`src/rtl/bp_common_pkg.sv`:
```
// Shared front-end definitions: FE-queue entry type and pointer sizing helper.
// The pointer carries one extra wrap bit above the index so full and empty stay distinct.
package bp_common_pkg;

  localparam int fe_queue_width_lp = 8;

  typedef logic [fe_queue_width_lp-1:0] bp_fe_queue_s;

  function automatic int fe_queue_ptr_width(input int els);
    return $clog2(els) + 1;
  endfunction

endpackage

```
`src/rtl/bp_fe_queue_ckpt_mem.sv`:
```
// FE-queue storage: 1r1w register file, synchronous write, asynchronous read.
// Contents are never reset; validity is tracked entirely by the owner's pointers.
module bp_fe_queue_ckpt_mem #(
  parameter int width_p = 8,
  parameter int els_p   = 16,
  localparam int lg_els_lp = $clog2(els_p)
) (
  input  logic                 clk_i,
  input  logic                 w_v_i,
  input  logic [lg_els_lp-1:0] w_addr_i,
  input  logic [width_p-1:0]   w_data_i,
  input  logic [lg_els_lp-1:0] r_addr_i,
  output logic [width_p-1:0]   r_data_o
);

  logic [width_p-1:0] mem [els_p];

  always_ff @(posedge clk_i) begin
    if (w_v_i) mem[w_addr_i] <= w_data_i;
  end

  assign r_data_o = mem[r_addr_i];

endmodule

```
`src/rtl/bp_fe_queue_ckpt_fifo.sv`:
```
// Checkpointed FE->BE queue: entries stay resident after being read until committed, so reads can be rolled back.
// Latency: enqueue-to-v_o 1 cycle (0 with BP_FE_QUEUE_CKPT_FIFO_BYPASS_EN when empty).
// Backpressure: ready_o is registered-only; space frees the cycle after a ckpt or clr.
module bp_fe_queue_ckpt_fifo
  import bp_common_pkg::*;
#(
  parameter int width_p = fe_queue_width_lp,
  parameter int els_p   = 16
) (
  input  logic               clk_i,
  input  logic               reset_n_i,
  input  logic [width_p-1:0] data_i,
  input  logic               v_i,
  output logic               ready_o,
  output logic [width_p-1:0] data_o,
  output logic               v_o,
  input  logic               yumi_i,
  input  logic               ckpt_v_i,
  input  logic               roll_v_i,
  input  logic               clr_v_i
);

  localparam int lg_els_lp = $clog2(els_p);
  localparam int ptr_width_lp = fe_queue_ptr_width(els_p);
  localparam logic [ptr_width_lp-1:0] full_dist_lp = ptr_width_lp'(els_p);

  logic [ptr_width_lp-1:0] wptr, rptr, cptr, cptr_n;
  logic [width_p-1:0]      mem_data;
  logic                    enq, empty;

  assign cptr_n  = ckpt_v_i ? cptr + 1'b1 : cptr;
  assign ready_o = ((wptr - cptr) != full_dist_lp);
  assign empty   = (rptr == wptr);
  assign enq     = v_i & ready_o & ~clr_v_i;

`ifdef BP_FE_QUEUE_CKPT_FIFO_BYPASS_EN
  assign v_o    = ~empty | enq;
  assign data_o = empty ? data_i : mem_data;
`else
  assign v_o    = ~empty;
  assign data_o = mem_data;
`endif

  bp_fe_queue_ckpt_mem #(
    .width_p (width_p),
    .els_p   (els_p)
  ) mem (
    .clk_i    (clk_i),
    .w_v_i    (enq & reset_n_i),
    .w_addr_i (wptr[lg_els_lp-1:0]),
    .w_data_i (data_i),
    .r_addr_i (rptr[lg_els_lp-1:0]),
    .r_data_o (mem_data)
  );

  // Priority: clr over roll over yumi; the checkpoint advance always lands.
  always_ff @(posedge clk_i) begin
    if (!reset_n_i) begin
      wptr <= '0;
      rptr <= '0;
      cptr <= '0;
    end else begin
      cptr <= cptr_n;
      if (clr_v_i) begin
        rptr <= cptr_n;
        wptr <= cptr_n;
      end else begin
        if (enq)           wptr <= wptr + 1'b1;
        if (roll_v_i)      rptr <= cptr_n;
        else if (yumi_i)   rptr <= rptr + 1'b1;
      end
    end
  end

  ckpt_past_read: assert property (@(posedge clk_i) disable iff (!reset_n_i)
    !(ckpt_v_i && (cptr == rptr)));

endmodule

```
`config.mk`:
```
export PLATFORM = sky130hd
export DESIGN_NAME = bp_fe_queue_ckpt_fifo
export DESIGN_NICKNAME = d
export VERILOG_FILES = /design/src/rtl/bp_common_pkg.sv /design/src/rtl/bp_fe_queue_ckpt_mem.sv /design/src/rtl/bp_fe_queue_ckpt_fifo.sv
export SDC_FILE = /design/constraint.sdc
export NUM_CORES = 1
export LEC_CHECK = 0
export ABC_AREA = 1
export CORE_ASPECT_RATIO = 1.4
export CORE_MARGIN = 2
export CORE_UTILIZATION = 38
export CTS_CLUSTER_SIZE = 40
export DETAILED_ROUTE_END_ITERATION = 6
export GPL_TIMING_DRIVEN = 1
export SLEW_MARGIN = 20
export SYNTH_ARGS = -nofsm -noshare
export SYNTH_HDL_FRONTEND = slang
export SYNTH_SLANG_ARGS = --single-unit
```
`constraint.sdc`:
```
create_clock -name clk_i -period 3.52 [get_ports clk_i]
set_input_delay 0.528 -clock clk_i [delete_from_list [all_inputs] [get_ports clk_i]]
set_output_delay 0.528 -clock clk_i [all_outputs]
set_load 0.01 [all_outputs]
```
## Yosys cells after proc, flatten, opt, wreduce, memory -nomap -nowiden

Memory sizes are Yosys's and may differ from the RTL's. A register that Yosys moved wholly into a read port is not among the register bits.
Cells that the tools add are included.

- Register bits: 15
- Bits in latches: 0
- RAM bits: 128
- Memory bits (read-only): 0
- Output and inout bits: 10
- Logic and storage cells: 27
- Memories kept: 1

Memory list:

| name | words | width | read ports | clocked after memory_dff | wr ports | line | source |
|---|---|---|---|---|---|---|---|
| mem.mem | 16 | 8 | 1 | 1 | 1 | bp_fe_queue_ckpt_mem.sv:16 | `logic [width_p-1:0] mem [els_p];` |

- Add/subtract/negate cells: 4
- Multiply operators: 0
- Div/mod/pow operators: 0
- Magnitude comparators: 0
- Eq/ne operators: 2
- Shifts and indexed selects: 0
- Muxes and demuxes: 10
- Bitwise operators: 5
- Reduce and logical (&&, ||, !) cells: 2

Operators by type and width:

| operator | count |
|---|---|
| $mux W5 | 6 |
| $add A5 B1 Y5 const B | 3 |
| $mux W4 | 2 |
| $eq A5 B5 Y1 | 1 |
| $ne A5 B5 Y1 const B | 1 |
| $sub A5 B5 Y5 | 1 |
| $and A1 B1 Y1 | 3 |
| $reduce_bool A3 Y1 | 1 |
| $mux W1 | 2 |
| $not A1 Y1 | 2 |
| $reduce_bool A2 Y1 | 1 |

## Longest topological paths before layout

- Depth after elaboration: 7
- Mapped depth: 13
- Mapped depth without buffers: 13

## Modules after synthesis

A second synthesis with hierarchy kept.

- Cell total of the unflattened synthesis: 693
- Area, all modules: 6636.4 um^2

Modules (own cells, without submodules):

| module | instances | cells each | area an instance (um^2) | sequential area each (um^2) |
|---|---|---|---|---|
| bp_fe_queue_ckpt_mem | 1 | 543 | 5606.6 | 3843.7 |
| bp_fe_queue_ckpt_fifo | 1 | 150 | 1029.7 | 300.3 |

## Worst setup path before layout

No wires, ideal clock.

- Path kind: flip-flop to flip-flop
- From: register wptr[3]
- To: memory mem.mem[13][0] (enable)
- Library setup time: 0.370 ns
- Arrival: 1.585 ns
- Data required time: 3.150 ns
- Setup slack: 1.565 ns
- Cell stages (with the launch flop): 9
- Buffers on the path: 0
- Period minus slack after synthesis: 1.955 ns
- Cell sequence: dfxtp_1 ha_1 nor2_1 nand3_1 nand2_1 nor2_2 nand2_4 nand4_4 nor2_1

- Word-level cells in the longest chain between the ends: 7

Ends and longest elaborated chain:

| element | line | source |
|---|---|---|
| from (decl) | bp_fe_queue_ckpt_fifo.sv:27 | `logic [ptr_width_lp-1:0] wptr, rptr, cptr, cptr_n;` |
| from (signal assigned) | bp_fe_queue_ckpt_fifo.sv:66 | `wptr <= cptr_n;` |
| from (signal assigned) | bp_fe_queue_ckpt_fifo.sv:68 | `if (enq) wptr <= wptr + 1'b1;` |
| $sub A5 B5 Y5 | bp_fe_queue_ckpt_fifo.sv:32 | `assign ready_o = ((wptr - cptr) != full_dist_lp);` |
| $ne A5 B5 Y1 | bp_fe_queue_ckpt_fifo.sv:32 |  |
| via ready_o | bp_fe_queue_ckpt_fifo.sv:14 | `output logic ready_o,` |
| $and A1 B1 Y1 (2 in series) | bp_fe_queue_ckpt_fifo.sv:34 | `assign enq = v_i & ready_o & ~clr_v_i;` |
| $and A1 B1 Y1 | bp_fe_queue_ckpt_fifo.sv:49 | `.w_v_i (enq & reset_n_i),` |
| $mux W1 | bp_fe_queue_ckpt_mem.sv:19 | `if (w_v_i) mem[w_addr_i] <= w_data_i;` |
| $mux W1 (implied by the code) | bp_fe_queue_ckpt_mem.sv:19 |  |
| to (decl) | bp_fe_queue_ckpt_mem.sv:16 |  |

The timed path passes the listed nets, and every way through them passes these cells.

==> metrics.txt <==
row count=55; Post-synth EDFFs=roughly 130; Max Clock Freq=309 MHz; crit path cell chain=inv_4 -> o21ai_0 -> o221ai_1 -> nand3_1 -> nand2_1 -> clkdlybuf4s50_1; final non-filler cell area=roughly 7200 um2; most frequent cell after synthesis=edfxtp_1; worst path required time=~3.0 ns; Worst slew margin=50.5%; worst reg-to-reg path cell count=7; Detailed Routing Iterations Pass 1=7; placed standard-cell area=6720 um2; TritonCTS clock tree=built; die area=17700 um2; Fin. Hold Viols=0; CP max stage cell=clkdlybuf4s50_1; drt wl/cell=18.6 um; CP startpoint kind=register; CTS buffer count=17; Mean Syn Cell Area=~12 um2; Pwr Density=541 nW/um2; post-synth cell types=31; Synth Instances=536; Arr. time, crit path=about 2.7 ns; crit path time final=3.24 ns; post-route ant nets=0; setup violators final=0; commonest cells in the netlist=edfxtp_1 (128), nor2_1 (91), o21ai_0 (62); crit-path max FO=64; Horiz. Die Dim=113 um; initial antenna violation count=0; Hold WC Path Type=reg -> reg; Clock Path Buffers=2; core area=approximately 16000 um2; largest net degree at the start of global routing=between 60 and 70; Post-DP HPWL=9.43 mm; share of async-settable or async-resettable flops after synthesis=0%; Slew Viols, Final=0; number of global-route vias before repair=4188; Area Overhead vs Synth=14.3%; setup slack, reg-to-reg=0.83 ns; Hold-fix buffers, CTS=0; Synth top area share=60.8%; Vias=4160; status=complete, but fails checks; Leak Pwr=2.41 nW; Post-layout nets=between 500 and 600; Worst R2R End=mem.mem[13][2]; Die Height=~160 um; clk sinks=147; layout cells sized above 1=a little under a tenth; clk slew on worst S/H paths=0.06 ns; first-pass GRT wire length=22.5 mm; GRT overflow=0; Netlist Area Pre-Place=6320 um2; main area contributors after synthesis=edfxtp_1 (61%), dfxtp_1 (6.0%), nor2_1 (5.4%); clock skew=0.0112 ns; drt total wl=approximately 14 mm; Fin Setup TNS=0 ns; Placer Congestion=0.873; CTS Root Buffer Type=clkbuf_16; Starting DRT DRC Count=394; Reg-to-Reg Start=wptr[0]; critical path's largest stage delay=0.54 ns; dominant synthesized flop cell=edfxtp_1; critical path class=reg -> out; worst skew pair latency=around 0.42 ns; Post-CTS Setup Inserts=0; Max-cap violations=0; Port Buffers=24; # resized after CTS=0; RSZ-0062 raised after global routing=no; Seq/Total Area, Yosys=between 60% and 70%; Antenna Diode Count=0; Syn Nets=561; H-tree Lvls=4; critical path endpoint category=output port; num ports=25; Worst Setup EP=data_o[7]; Via density=roughly 5.4; Initial Utilization=38.9%; Tcrit/Tclk final=about nine tenths; cell taking the most area after synthesis=edfxtp_1; GRT Total Usage=between 10% and 20%; DRC Markers=3; Ys Warns=0; VDD IR max=approximately 0.0003 V; measured slew at the worst slew-check pin=approximately 0.74 ns; FILL cells=1474; post-synthesis register bit count=approximately 150; failing checks=DRC
==> critical path, delay by kind of cell (launching register included) <==
family,cells,cell delay (ns)
buffers and inverters,2,1.04
AO/OA/AOI/OAI,2,0.41
AND/OR/NAND/NOR,2,0.33
flip-flops,1,0.47
==> logic make-up after synthesis <==
kind of cell	share of synthesized area (%)
and+or+nand+nor	14.1
DFF	66.8
AOI/OAI and AO/OA	11.7
buffers and inverters	4.06
adders and majority gates	1.98
xor gates and xnor gates	1.37
==> through the flow <==
stage / util, % / setup WS, ns / power [W] / hold slack [ns] / std cells
finish: 44.5 / 0.285 / 0.00391 / 0.590 / 769
global route: 44.5 / 0.0899 / 0.00403 / 0.605 / 769
CTS: 44.5 / 0.300 / 0.00393 / 0.584 / 769
detailed placement: 41.4 / 0.625 / 0.00237 / 0.574 / 739
global placement: 41.4 / 0.628 / 0.00236 / 0.564 / 739
floorplan: - / 1.56 / 0.00222 / 0.516 / 536
==> placed cells by master, fill, tap and decap left out <==
master | netlist | final
edfxtp_1 | 128 | 128
nor2_1 | 91 | 91
o21ai_0 | 62 | 62
nand2_1 | 59 | 59
o221ai_1 | 24 | 24
clkdlybuf4s50_1 | 0 | 24
inv_1 | 23 | 23
dfxtp_1 | 19 | 18
clkbuf_16 | 0 | 17
nand3_1 | 16 | 16
nor2_4 | 10 | 10
ha_1 | 10 | 10
o21ai_1 | 9 | 9
o22ai_1 | 9 | 9
o211ai_1 | 9 | 9
xor2_1 | 8 | 8
a21oi_1 | 7 | 7
buf_4 | 3 | 6
inv_2 | 5 | 5
clkinv_1 | 0 | 5
nand4_1 | 4 | 4
clkbuf_1 | 11 | 4
nor2_2 | 3 | 3
nand2_4 | 3 | 3
inv_4 | 2 | 2
a221oi_1 | 2 | 2
nor3_1 | 2 | 2
clkinv_2 | 0 | 2
nor4_1 | 1 | 1
nand3_2 | 1 | 1
nand3b_1 | 1 | 1
xor2_2 | 1 | 1
nand4_4 | 1 | 1
dfxtp_2 | 0 | 1
bufinv_16 | 0 | 1
clkinvlp_4 | 0 | 1
==> routing by layer <==
metal,wire length (um),GRT usage (%)
met1,5790,20.0
met2,7250,28.6
met3,760,4.11
met4,522,8.83
met5,0,0
==> how the worst min path moves through the flow <==
stage	start	end	slack, ns	cells after the start
after floorplan	wptr[0]	wptr[0]	0.52	2
after global placement	wptr[0]	wptr[0]	0.56	2
after detailed placement	wptr[0]	wptr[0]	0.57	2
after CTS	wptr[0]	wptr[0]	0.58	2
after global routing	wptr[0]	wptr[0]	0.61	2
final	wptr[0]	wptr[0]	0.59	2
==> sequential cells by signal, indices dropped and copies added, names as in the netlist, named ones only <==
register / flops
cptr: 5
mem.mem: 128
rptr: 5
wptr: 5
==> area by class of cell <==
type	count	area (um2)	share of cell area [%]
clock buffer	21	440	6.10
sequential	147	4230	58.5
multi-input combinational	333	1840	25.5
tap	199	249	3.45
timing repair buffer	30	285	3.95
inverter	30	118	1.63
clock inverter	9	66.3	0.918
==> power by group <==
part	internal [W]	leakage, nW	switching, W
Clock	0.000946	0.244	0.000627
Sequential	0.00192	1.31	0.0000327
Combinational	0.000141	0.858	0.000243
Power figures use the tool's default switching activity.
